**config.mk**
```make
export PLATFORM = sky130hd
export DESIGN_NAME = regfile_wb_arbiter_flat
export DESIGN_NICKNAME = d
export VERILOG_FILES = /design/src/rtl/regfile_wb_arbiter_if.sv /design/src/rtl/regfile_wb_arbiter.sv /design/src/flat_wrapper.sv
export SDC_FILE = /design/constraint.sdc
export NUM_CORES = 1
export LEC_CHECK = 0
export ABC_AREA = 0
export CAP_MARGIN = 10
export CORE_ASPECT_RATIO = 0.8
export CORE_MARGIN = 2
export CORE_UTILIZATION = 28
export DETAILED_ROUTE_END_ITERATION = 16
export PLACE_DENSITY = 0.58
export SYNTH_ARGS = -nofsm -noshare
export SYNTH_HDL_FRONTEND = slang
export SYNTH_SLANG_ARGS = --single-unit
```
**constraint.sdc**
```tcl
create_clock -name clk -period 12.2 [get_ports clk]
set_input_delay 2.44 -clock clk [delete_from_list [all_inputs] [get_ports clk]]
set_output_delay 2.44 -clock clk [all_outputs]
set_load 0.01 [all_outputs]
```
**src/rtl/regfile_wb_arbiter_if.sv**
```systemverilog
// Writeback bus between the two writeback sources, the arbiter and the
// register file write port.
//   flush                    : synchronous clear of queued and in-flight writes
//   sN_valid/ready/addr/data : per-source push handshake (N = 0 ALU, 1 load unit)
//   rf_we/rf_wa/rf_wd        : registered register file write port
//   pend_mask                : bit r set while a write to xr is queued or on rf_*
//   idle                     : both FIFOs empty and rf_we low
// master = producer/consumer side (pipeline), slave = arbiter.
interface regfile_wb_arbiter_if #(
  parameter int AW = 5,
  parameter int DW = 32
);
  logic          flush;
  logic          s0_valid;
  logic          s0_ready;
  logic [AW-1:0] s0_addr;
  logic [DW-1:0] s0_data;
  logic          s1_valid;
  logic          s1_ready;
  logic [AW-1:0] s1_addr;
  logic [DW-1:0] s1_data;
  logic          rf_we;
  logic [AW-1:0] rf_wa;
  logic [DW-1:0] rf_wd;
  logic [31:0]   pend_mask;
  logic          idle;

  modport master (
    output flush, s0_valid, s0_addr, s0_data, s1_valid, s1_addr, s1_data,
    input  s0_ready, s1_ready, rf_we, rf_wa, rf_wd, pend_mask, idle
  );

  modport slave (
    input  flush, s0_valid, s0_addr, s0_data, s1_valid, s1_addr, s1_data,
    output s0_ready, s1_ready, rf_we, rf_wa, rf_wd, pend_mask, idle
  );
endinterface

```
**src/rtl/regfile_wb_arbiter.sv**
```systemverilog
// Register file writeback arbiter: two writeback sources (0 = ALU, 1 = load
// unit) each push address/data pairs into a private DEPTH-entry FIFO; one
// entry per cycle is granted and written to the registered rf_* port.
// Ports:
//   clk  : rising-edge clock
//   rst  : asynchronous active-high reset
//   bus  : regfile_wb_arbiter_if.slave (handshakes, flush, rf port, pend_mask, idle)
// Configuration macro: REGFILE_WB_ARB_FIXED_PRIO_EN
//   defined   -> source 1 always wins contention (no round-robin state)
//   undefined -> round-robin between the sources
module regfile_wb_arbiter #(
  parameter int DEPTH = 2,
  parameter int AW    = 5,
  parameter int DW    = 32
) (
  input logic                clk,
  input logic                rst,
  regfile_wb_arbiter_if.slave bus
);
  // Pointers carry one extra MSB so full and empty are distinguishable.
  localparam int PW = $clog2(DEPTH) + 1;
  localparam int IW = PW - 1;
  localparam logic [PW-1:0] PTR_ONE = PW'(1);

  logic [AW-1:0] q_addr [2][DEPTH];
  logic [DW-1:0] q_data [2][DEPTH];
  logic [PW-1:0] wp [2];
  logic [PW-1:0] rp [2];
  logic [1:0]    empty;
  logic [1:0]    full;
  logic [1:0]    push;
  logic [1:0]    pop;
  logic [1:0]    in_valid;
  logic [AW-1:0] in_addr [2];
  logic [DW-1:0] in_data [2];

  logic          grant;
  logic          gsrc;
  logic [AW-1:0] head_addr;
  logic [DW-1:0] head_data;

  logic          rf_we_reg;
  logic [AW-1:0] rf_wa_reg;
  logic [DW-1:0] rf_wd_reg;
  logic [31:0]   mask;

  assign in_valid   = {bus.s1_valid, bus.s0_valid};
  assign in_addr[0] = bus.s0_addr;
  assign in_addr[1] = bus.s1_addr;
  assign in_data[0] = bus.s0_data;
  assign in_data[1] = bus.s1_data;

  // FIFO status, handshake qualification and pop selection.
  always_comb begin
    for (int i = 0; i < 2; i++) begin
      empty[i] = (wp[i] == rp[i]);
      full[i]  = (wp[i][PW-1] != rp[i][PW-1]) && (wp[i][IW-1:0] == rp[i][IW-1:0]);
      // ready never looks at the same-cycle pop, so no pass-through path
      push[i]  = in_valid[i] && !full[i] && !bus.flush;
      pop[i]   = grant && (gsrc == i[0]) && !bus.flush;
    end
  end

  assign bus.s0_ready = !full[0] && !bus.flush;
  assign bus.s1_ready = !full[1] && !bus.flush;

`ifdef REGFILE_WB_ARB_FIXED_PRIO_EN
  // Fixed priority: the load unit wins whenever it has an entry.
  always_comb begin
    grant = 1'b0;
    gsrc  = 1'b0;
    if (!empty[1]) begin
      grant = 1'b1;
      gsrc  = 1'b1;
    end else if (!empty[0]) begin
      grant = 1'b1;
      gsrc  = 1'b0;
    end else begin
      grant = 1'b0;
      gsrc  = 1'b0;
    end
    head_addr = q_addr[gsrc][rp[gsrc][IW-1:0]];
    head_data = q_data[gsrc][rp[gsrc][IW-1:0]];
  end
`else
  logic last_grant;

  // Round-robin: under contention grant the source that did not win last.
  always_comb begin
    grant = 1'b0;
    gsrc  = 1'b0;
    if (!empty[0] && !empty[1]) begin
      grant = 1'b1;
      gsrc  = ~last_grant;
    end else if (!empty[0]) begin
      grant = 1'b1;
      gsrc  = 1'b0;
    end else if (!empty[1]) begin
      grant = 1'b1;
      gsrc  = 1'b1;
    end else begin
      grant = 1'b0;
      gsrc  = 1'b0;
    end
    head_addr = q_addr[gsrc][rp[gsrc][IW-1:0]];
    head_data = q_data[gsrc][rp[gsrc][IW-1:0]];
  end

  // Round-robin pointer; x0 discards count as grants, flush leaves it alone.
  always_ff @(posedge clk or posedge rst) begin
    if (rst) begin
      last_grant <= 1'b1;
    end else if (grant && !bus.flush) begin
      last_grant <= gsrc;
    end
  end
`endif

  // FIFO storage and pointers.
  always_ff @(posedge clk or posedge rst) begin
    if (rst) begin
      for (int i = 0; i < 2; i++) begin
        wp[i] <= '0;
        rp[i] <= '0;
        for (int j = 0; j < DEPTH; j++) begin
          q_addr[i][j] <= '0;
          q_data[i][j] <= '0;
        end
      end
    end else if (bus.flush) begin
      for (int i = 0; i < 2; i++) begin
        wp[i] <= '0;
        rp[i] <= '0;
      end
    end else begin
      for (int i = 0; i < 2; i++) begin
        if (push[i]) begin
          q_addr[i][wp[i][IW-1:0]] <= in_addr[i];
          q_data[i][wp[i][IW-1:0]] <= in_data[i];
          wp[i] <= wp[i] + PTR_ONE;
        end
        if (pop[i]) begin
          rp[i] <= rp[i] + PTR_ONE;
        end
      end
    end
  end

  // Registered write port; a granted x0 entry is dropped without a write.
  always_ff @(posedge clk or posedge rst) begin
    if (rst) begin
      rf_we_reg <= 1'b0;
      rf_wa_reg <= '0;
      rf_wd_reg <= '0;
    end else if (bus.flush) begin
      rf_we_reg <= 1'b0;
    end else if (grant) begin
      rf_we_reg <= (head_addr != '0);
      if (head_addr != '0) begin
        rf_wa_reg <= head_addr;
        rf_wd_reg <= head_data;
      end
    end else begin
      rf_we_reg <= 1'b0;
    end
  end

  // Pending mask: every occupied FIFO slot plus the write on the rf port.
  always_comb begin
    mask = 32'd0;
    for (int i = 0; i < 2; i++) begin
      for (int j = 0; j < DEPTH; j++) begin
        // slot j is occupied when its distance from rp is below the occupancy
        mask = mask | ((({1'b0, IW'(j) - rp[i][IW-1:0]}) < (wp[i] - rp[i]))
                       ? (32'd1 << q_addr[i][j]) : 32'd0);
      end
    end
    mask = mask | (rf_we_reg ? (32'd1 << rf_wa_reg) : 32'd0);
    mask[0] = 1'b0;
  end

  assign bus.rf_we     = rf_we_reg;
  assign bus.rf_wa     = rf_wa_reg;
  assign bus.rf_wd     = rf_wd_reg;
  assign bus.pend_mask = mask;
  assign bus.idle      = empty[0] && empty[1] && !rf_we_reg;
endmodule
```
**src/flat_wrapper.sv**
```systemverilog
// flat-port wrapper written by rule: the top's interface ports become plain ports
module regfile_wb_arbiter_flat 
#(
  parameter int DEPTH = 2,
  parameter int AW    = 5,
  parameter int DW    = 32
)
  (clk, rst, bus_flush, bus_s0_valid, bus_s0_addr, bus_s0_data, bus_s1_valid, bus_s1_addr, bus_s1_data, bus_s0_ready, bus_s1_ready, bus_rf_we, bus_rf_wa, bus_rf_wd, bus_pend_mask, bus_idle);
  regfile_wb_arbiter_if #(.AW(AW), .DW(DW)) bus_i ();
  input logic clk;
  input logic rst;
  input wire logic [$bits(bus_i.flush)-1:0] bus_flush;
  input wire logic [$bits(bus_i.s0_valid)-1:0] bus_s0_valid;
  input wire logic [$bits(bus_i.s0_addr)-1:0] bus_s0_addr;
  input wire logic [$bits(bus_i.s0_data)-1:0] bus_s0_data;
  input wire logic [$bits(bus_i.s1_valid)-1:0] bus_s1_valid;
  input wire logic [$bits(bus_i.s1_addr)-1:0] bus_s1_addr;
  input wire logic [$bits(bus_i.s1_data)-1:0] bus_s1_data;
  output wire logic [$bits(bus_i.s0_ready)-1:0] bus_s0_ready;
  output wire logic [$bits(bus_i.s1_ready)-1:0] bus_s1_ready;
  output wire logic [$bits(bus_i.rf_we)-1:0] bus_rf_we;
  output wire logic [$bits(bus_i.rf_wa)-1:0] bus_rf_wa;
  output wire logic [$bits(bus_i.rf_wd)-1:0] bus_rf_wd;
  output wire logic [$bits(bus_i.pend_mask)-1:0] bus_pend_mask;
  output wire logic [$bits(bus_i.idle)-1:0] bus_idle;
  assign bus_i.flush = bus_flush;
  assign bus_i.s0_valid = bus_s0_valid;
  assign bus_i.s0_addr = bus_s0_addr;
  assign bus_i.s0_data = bus_s0_data;
  assign bus_i.s1_valid = bus_s1_valid;
  assign bus_i.s1_addr = bus_s1_addr;
  assign bus_i.s1_data = bus_s1_data;
  assign bus_s0_ready = bus_i.s0_ready;
  assign bus_s1_ready = bus_i.s1_ready;
  assign bus_rf_we = bus_i.rf_we;
  assign bus_rf_wa = bus_i.rf_wa;
  assign bus_rf_wd = bus_i.rf_wd;
  assign bus_pend_mask = bus_i.pend_mask;
  assign bus_idle = bus_i.idle;
  regfile_wb_arbiter #(.DEPTH(DEPTH), .AW(AW), .DW(DW)) u_core (.clk(clk), .rst(rst), .bus(bus_i));
endmodule
```
==> results.ini, run 1 <==
[timing]
fin_tns_setup_ps=0
tightestPinTransition_ps=936.9
max_freq_mhz=153.5
slew_violations=0
min_period_ps=6515
rsz0062_at_grt=no
hold_viol=0
fin_skew_ps=10.18
setup_viol=0
fin_crit_sh=0.5340
relSlewSlack=0.3754

[grt]
grt_first_pass_wirelength_um=42950
grt_pass1_vias=7247
use_met2=0.2274
top_usage_layer=met2
grt_use_met3=0.04211
antenna_found_initial=1
grt_max_degree=125
grt.total_usage=0.1493
grt-ovfl-total=0
met1_usage=0.2120

[detailed_routing]
drtIter0Drc=522
drc=0
viasPerCell=4.911
drt_first_pass_iters=5
drtAntennaViolNets=0
finalWirelength_um=27610
wl_per_cell_um=19.20
dr_total_vias=7062

[floorplan]
die_area_um2=37520
start_util=0.2823
die_y_um=173.7
io_pins=152
row_count=62
core_um2=35680
die_w_um=216.1

[run_status]
status=completed

[worst_setup_path]
r2r_start=u_core.rp[2]$_DFFE_PP0P_
cp-start-kind=input pin
crit_type=in2out
rrSetupSlack_ps=8230
arrival_ps=4070
crit_fanout=12
worst-path-buf-inv=2
critPathCaptureType=primary output
critPathLaunch=bus_flush
crit_path_frequent_cell=clkdlybuf4s50_1
critical-path-top-delay-family=buffers and inverters
slowest_stage=clkdlybuf4s50_1
max_stage_delay_ps=650
worst_ep_required_time_ps=9760
path_cells=clkdlybuf4s50_1, a21oi_1, clkdlybuf4s50_1

[synth]
synth_area_per_cell_um2=12.26
ys_seq_area_frac=0.4845
yosysTopAreaCell=dfrtp_1
ys_warn_count=0
synth.distinct_cells=41
synth_area_leaders=dfrtp_1 (48%), mux2_2 (17%), mux2i_1 (11%)
synth-async-reset-ratio=1.000
synth_nets=907
synth_cells=822
synth_top_area_frac=0.4819
synthFlopType=dfrtp_1
synth_common_cells=dfrtp_1 (194), mux2_2 (156), mux2i_1 (109), nor2_1 (79), o22ai_1 (33)
netlist_area_um2=10070
synth_enable_flop_cells=0
yosysMostFrequentCell=dfrtp_1
synth-seq-cells=195

[clocking]
htree_levels=4
cts_root_buf=clkbuf_16
cts_tree=built
cts-resized-gates=0
worstSkewPairLatency_ps=440
clkSinkCount=195
clk_path_buf_depth=2
cts-buffers-inserted=17
clkSlewWorstSetupHoldPaths_ps=60
hold_buffers=0
post_cts_buffers=0

[power_and_ir_drop]
p_int_w=0.002173
p_per_area_nw_per_um2=274.2
pwr-share-clk=0.162
sw_frac_of_total=0.3688
p_seq_frac=0.359
comb_power_share=0.479
p_leak_nw=5.008
ir_worst_vdd_mv=0.1272
power_switching_w=0.001270

[placement]
placed_cell_area_um2=11980
place_congestion=0.8582
dp_hpwl_um=18330
port_buffers=150

[worst_hold_path]
worstHoldPathType=reg2reg
min_from=u_core.q_data[62]$_DFFE_PP0P_

[layout]
fin_area_um2=12560
nets=1030
postLayoutCoreUtil=0.3519
largest_register_ffs=128
syn2layout_area_growth_pct=24.63
nFillCells=3558
drive_gt1_frac=0.2591

[run]
max-cap-violations=0

placed cells by master, fill, tap and decap left out, types with 2 or more instances in the layout:
cell type	n
dfrtp_1	192
mux2_2	156
clkdlybuf4s50_1	150
mux2i_1	109
nor2_1	79
o22ai_1	33
o221ai_1	31
mux2_4	28
nand2_1	22
clkbuf_16	17
nand3_1	15
nand3b_1	13
or3_1	10
or3b_2	10
inv_1	9
buf_4	9
a21oi_1	6
ha_1	6
xnor2_1	5
and3_2	4
o21ai_0	4
nor3_1	4
nor2b_1	4
xor2_1	3
o211ai_1	3
clkinvlp_4	3
inv_2	2
o211ai_2	2
nand2b_1	2
clkinv_2	2
inv_6	2
bufinv_16	2
clkinv_4	2
clkbuf_1	2
dfrtp_2	2
layer usage:
metal | vias to the layer above | part of all wire
li1 | 3260 | -
met1 | 3604 | 0.49
met2 | 183 | 0.45
met3 | 15 | 0.051
met4 | 0 | 0.0071
met5 | - | 0
layout make-up:
class / count / area [um^2] / area share
multi-input cells: 560 / 4873 / 0.3881
inverters: 12 / 52.55 / 0.004185
clock buffers: 20 / 446.7 / 0.03558
flip-flops and latches: 195 / 4883 / 0.3889
clock inverters: 11 / 127.6 / 0.01016
diodes: 1 / 2.502 / 0.0001993
repair buffers: 159 / 1569 / 0.1250
well taps: 480 / 600.6 / 0.04783
path summary, 6_finish.rpt:
path                                               endpoint  depth (start not counted)
min in group asynchronous          u_core.wp[1]$_DFFE_PP0P_                          2
min                           u_core.q_data[62]$_DFFE_PP0P_                          1
min reg2reg                   u_core.q_data[62]$_DFFE_PP0P_                          1
max in group asynchronous          u_core.rp[2]$_DFFE_PP0P_                          3
max                                            bus_s0_ready                          3
max reg2reg                u_core.bus.rf_wd[26]$_DFFE_PP0P_                          9
logic make-up after synthesis:
logic type,Yosys count,synth area share
buffers and inverters,67,0.03254
AND/OR/NAND/NOR,168,0.08097
multiplexers,293,0.3244
adder cells (fa/ha/maj),6,0.007451
flip-flops,195,0.4845
XOR/XNOR,8,0.006955
AO/OA/AOI/OAI,84,0.06284
other,1,0.0003722
power groups by stage:
stage | logic [W] | clock network [W] | registers (W)
after detailed placement | 0.00166 | 0 | 0.00124
after global routing | 0.00179 | 0.000607 | 0.00129
after floorplan | 0.00121 | 0 | 0.00116
after CTS | 0.00167 | 0.000580 | 0.00123
final | 0.00165 | 0.000558 | 0.00124
after global placement | 0.00165 | 0 | 0.00123
stage by stage:
stage,hold WS [ps],instances,power [W],worst slack (ps)
finish,504.8,1438,0.003443,5685
global route,514.5,1437,0.003684,5559
CTS,509.7,1437,0.003482,5628
detailed placement,492.4,1406,0.002907,5629
global placement,488.1,1406,0.002878,5659
floorplan,480.0,822,0.002365,4449
Note: power is estimated with default switching activity, not from simulation.
==> inputs of run 2 (changes only) <==
- PLACE_DENSITY: 0.58 -> 0.6
- clock period: 12.2 -> 5.5 ns (I/O delays scaled with it)
==> results.ini, run 2 (same netlist as run 1, synthesis figures left out) <==
[clocking]
clkSinkCount=195
post_cts_buffers=0
worstSkewPairLatency_ps=450
cts-buffers-inserted=17
cts_root_buf=clkbuf_16
htree_levels=4
cts-resized-gates=0
clkSlewWorstSetupHoldPaths_ps=80
clk_path_buf_depth=2
hold_buffers=0
cts_tree=built

[worst_hold_path]
worstHoldPathType=reg2reg

[run_status]
status=completed

[worst_setup_path]
max_stage_delay_ps=760
crit_type=reg2out
critPathCaptureType=primary output
rrSetupSlack_ps=1550
cp-start-kind=flip-flop
crit_fanout=21
slowest_stage=dfrtp_2
worst-path-buf-inv=2
worst_ep_required_time_ps=4400
arrival_ps=3260
critPathCapture=bus_pend_mask[14]
crit_cells=8
timing.rr.end=u_core.bus.rf_wd[26]$_DFFE_PP0P_
r2r_start=u_core.rp[2]$_DFFE_PP0P_
reg2reg_depth=9
path_cells=ha_1, inv_1, ha_1, or3b_2, o22ai_1, nor2_1, o221ai_1, clkdlybuf4s50_1
critical-path-top-delay-family=flip-flops
critPathLaunch=u_core.rp[0]$_DFFE_PP0P_
crit_path_frequent_cell=ha_1

[grt]
grt-ovfl-total=0
antenna_found_initial=0
grt_pass1_vias=7138
grt_max_degree=112
grt.total_usage=0.1518
grt_first_pass_wirelength_um=43440

[layout]
nFillCells=3563
largest_register_ffs=128
drive_gt1_frac=0.2591
syn2layout_area_growth_pct=24.68
antenna_cells=0
fin_area_um2=12560
nets=1030
multi_input_area_um2=4873
final_common_cell=dfrtp_1
layout_common_cells=dfrtp_1 (192), mux2_2 (156), clkdlybuf4s50_1 (150), mux2i_1 (109), nor2_1 (79)
seqCellArea_um2=4883

[floorplan]
die_w_um=216.1
core_um2=35680
die_area_um2=37520
io_pins=152
start_util=0.2823
die_y_um=173.7
row_count=62

[detailed_routing]
dr_total_vias=7035
drc=0
finalWirelength_um=28320
drtAntennaViolNets=0
viasPerCell=4.896
wl_per_cell_um=19.71
drtIter0Drc=524
drt_first_pass_iters=5

[timing]
fin_crit_sh=0.7922
relSlewSlack=0.2588
tightestPinTransition_ps=1112
worst_hold_slack_ps=504.1
max_freq_mhz=229.5
rsz0062_at_grt=no
setup_viol=0
hold_viol=0
fin_skew_ps=15.71
min_period_ps=4357
fin_tns_setup_ps=0
slew_violations=0

[power_and_ir_drop]
p_per_area_nw_per_um2=612.5
ir_worst_vdd_mv=0.2184
total_power_w=0.007693
p_leak_nw=5.008

[placement]
place_congestion=0.8758
placed_cell_area_um2=11990
dp_hpwl_um=19620
port_buffers=150

[run]
max-cap-violations=0

[run 2: report_power, final]
group	switching (W)	internal, W	total [W]
combinational	0.00169	0.00199	0.00368
clock	0.000567	0.000683	0.00125
sequential	0.000604	0.00216	0.00277
total	0.00286	0.00483	0.00769
[run 2: area by class of cell]
class / instances / area share
clock buffers: 20 / 0.03556
multi-input cells: 560 / 0.3880
flip-flops and latches: 195 / 0.3888
inverters: 12 / 0.003885
clock inverters: 11 / 0.01006
well taps: 480 / 0.04781
repair buffers: 159 / 0.1259
[run 2: per-stage QoR]
step / util / setup slack [ps] / cells
floorplan: - / 1882 / 822
global placement: 0.3359 / 1585 / 1406
detailed placement: 0.3359 / 1492 / 1406
CTS: 0.3520 / 1127 / 1437
global route: 0.3520 / 956.2 / 1437
finish: 0.3520 / 1143 / 1437
[run 2: worst min path at each step]
stage | startpoint | cells after the start | endpoint | slack (ps)
after CTS | u_core.q_data[104]$_DFFE_PP0P_ | 1 | u_core.q_data[104]$_DFFE_PP0P_ | 510
after floorplan | u_core.q_data[100]$_DFFE_PP0P_ | 1 | u_core.q_data[100]$_DFFE_PP0P_ | 480
after detailed placement | u_core.q_data[108]$_DFFE_PP0P_ | 1 | u_core.q_data[108]$_DFFE_PP0P_ | 490
after global routing | u_core.q_data[4]$_DFFE_PP0P_ | 1 | u_core.q_data[4]$_DFFE_PP0P_ | 520
after global placement | u_core.q_data[111]$_DFFE_PP0P_ | 1 | u_core.q_data[111]$_DFFE_PP0P_ | 490
final | u_core.q_data[104]$_DFFE_PP0P_ | 1 | u_core.q_data[104]$_DFFE_PP0P_ | 500
[run 2: worst reg2reg max path: cells and delay by family (launching register included)]
family / cells / cell delay [ps]
AO/OA/AOI/OAI: 2 / 1170
multiplexers: 1 / 350
flip-flops: 1 / 360
adder cells (fa/ha/maj): 1 / 430
buffers and inverters: 4 / 1310
AND/OR/NAND/NOR: 1 / 200
[run 2: per-layer routing]
layer | wire length [um] | track usage
met2 | 12480 | 0.2268
met4 | 366 | 0.03396
met1 | 13900 | 0.2228
met3 | 1573 | 0.03421
met5 | 0 | 0
==> inputs of run 3 (changes only) <==
- PLACE_DENSITY: 0.6 -> 0.58
- clock period: 5.5 -> 4.3 ns (I/O delays scaled with it)
==> results.ini, run 3 (same netlist as run 1, synthesis figures left out) <==
[worst_setup_path]
reg2reg_depth=7
rrSetupSlack_ps=1180
critPathLaunch=u_core.rp[1]$_DFFE_PP0P_
cp-start-kind=flip-flop
crit_fanout=8
timing.rr.end=u_core.bus.rf_wd[31]$_DFFE_PP0P_
critPathCaptureType=primary output
crit_type=reg2out
arrival_ps=3010
r2r_start=u_core.rp[2]$_DFFE_PP0P_
worst_ep_required_time_ps=3440

[power_and_ir_drop]
p_leak_nw=5.060
p_per_area_nw_per_um2=780.0
total_power_w=0.009884
ir_worst_vdd_mv=0.2812

[timing]
max_freq_mhz=258.3
setup_ws_ps=428.9
min_period_ps=3871
fin_skew_ps=10.09
relSlewSlack=0.4115
worst_hold_slack_ps=506.6
slew_violations=0
hold_viol=0
fin_crit_sh=0.9002
tightestPinTransition_ps=882.8
rsz0062_at_grt=no
fin_tns_setup_ps=0
setup_viol=0

[clocking]
clkSinkCount=195
cts_root_buf=clkbuf_16
cts-resized-gates=0
cts-buffers-inserted=17
cts_tree=built
clk_path_buf_depth=2
hold_buffers=0
worstSkewPairLatency_ps=440
clkSlewWorstSetupHoldPaths_ps=70
htree_levels=4
post_cts_buffers=0

[layout]
largest_register_ffs=128
layout_common_cells=dfrtp_1 (192), mux2_2 (156), clkdlybuf4s50_1 (150), mux2i_1 (109), nor2_1 (79)
syn2layout_area_growth_pct=25.77
fin_cells=1442
final_common_cell=dfrtp_1
antenna_cells=0
drive_gt1_frac=0.2651
nets=1034

[detailed_routing]
viasPerCell=4.876
drtAntennaViolNets=0
drc=0
dr_total_vias=7031
finalWirelength_um=28030
wl_per_cell_um=19.44
drt_first_pass_iters=5
drtIter0Drc=521

[grt]
antenna_found_initial=0
grt_pass1_vias=7218
grt_first_pass_wirelength_um=43370
grt.total_usage=0.1515
grt_max_degree=109
grt-ovfl-total=0

[floorplan]
start_util=0.2823
die_area_um2=37520
die_y_um=173.7
row_count=62
core_um2=35680
die_w_um=216.1
io_pins=152

[worst_hold_path]
min_path_cells=1
min_from=u_core.q_data[23]$_DFFE_PP0P_
worstHoldPathType=reg2reg
whs_endpoint=u_core.q_data[23]$_DFFE_PP0P_

[placement]
port_buffers=150
place_inst=1410
preCtsSetupSlack_ps=916.1
place_congestion=0.9042
dp_hpwl_um=19180

[run_status]
status=completed

[run]
max-cap-violations=0

run 3: worst max-delay path by stage:
stage | end | cells after the start | slack, ps
final | bus_pend_mask[19] | 7 | 430
after global routing | bus_pend_mask[19] | 7 | 280
after CTS | bus_pend_mask[19] | 7 | 400
after detailed placement | bus_pend_mask[19] | 7 | 920
after global placement | bus_pend_mask[23] | 7 | 960
after floorplan | u_core.bus.rf_wa[0]$_DFFE_PP0P_ | 1 | 920
run 3: critical path, stage by stage (launching register included):
cell and delay [ps]:
dfrtp_1 410, xor2_1 280, inv_2 110, ha_1 310
nor2_1 60, or3b_2 580, o221ai_1 240, clkdlybuf4s50_1 580
run 3: through the flow:
step / instance area (um^2) / util
floorplan: 10080 / -
global placement: 12080 / 0.3385
global route: 12670 / 0.3551
finish: 12670 / 0.3551
CTS: 12670 / 0.3551
detailed placement: 12080 / 0.3385
run 3: layout make-up:
cell class | instances | area [um^2]
fill | 3519 | 23010
inverter | 12 | 48.80
clock buffer | 18 | 439.2
clock inverter | 14 | 151.4
multi-input combinational | 560 | 4873
timing repair buffer | 163 | 1674
tap | 480 | 600.6
sequential | 195 | 4883
run 3: where the power goes:
| part | internal, W | switching, W |
|---|---|---|
| Combinational | 0.00258 | 0.00220 |
| Sequential | 0.00277 | 0.000719 |
| Clock | 0.000881 | 0.000740 |
run 3: metal layers:
metal,GRT usage,up-vias,routed length (um)
met5,0,-,0
met4,0.02740,0,206
met3,0.03895,20,1456
met2,0.2326,183,12730
met1,0.2165,3574,13630
li1,-,3254,-
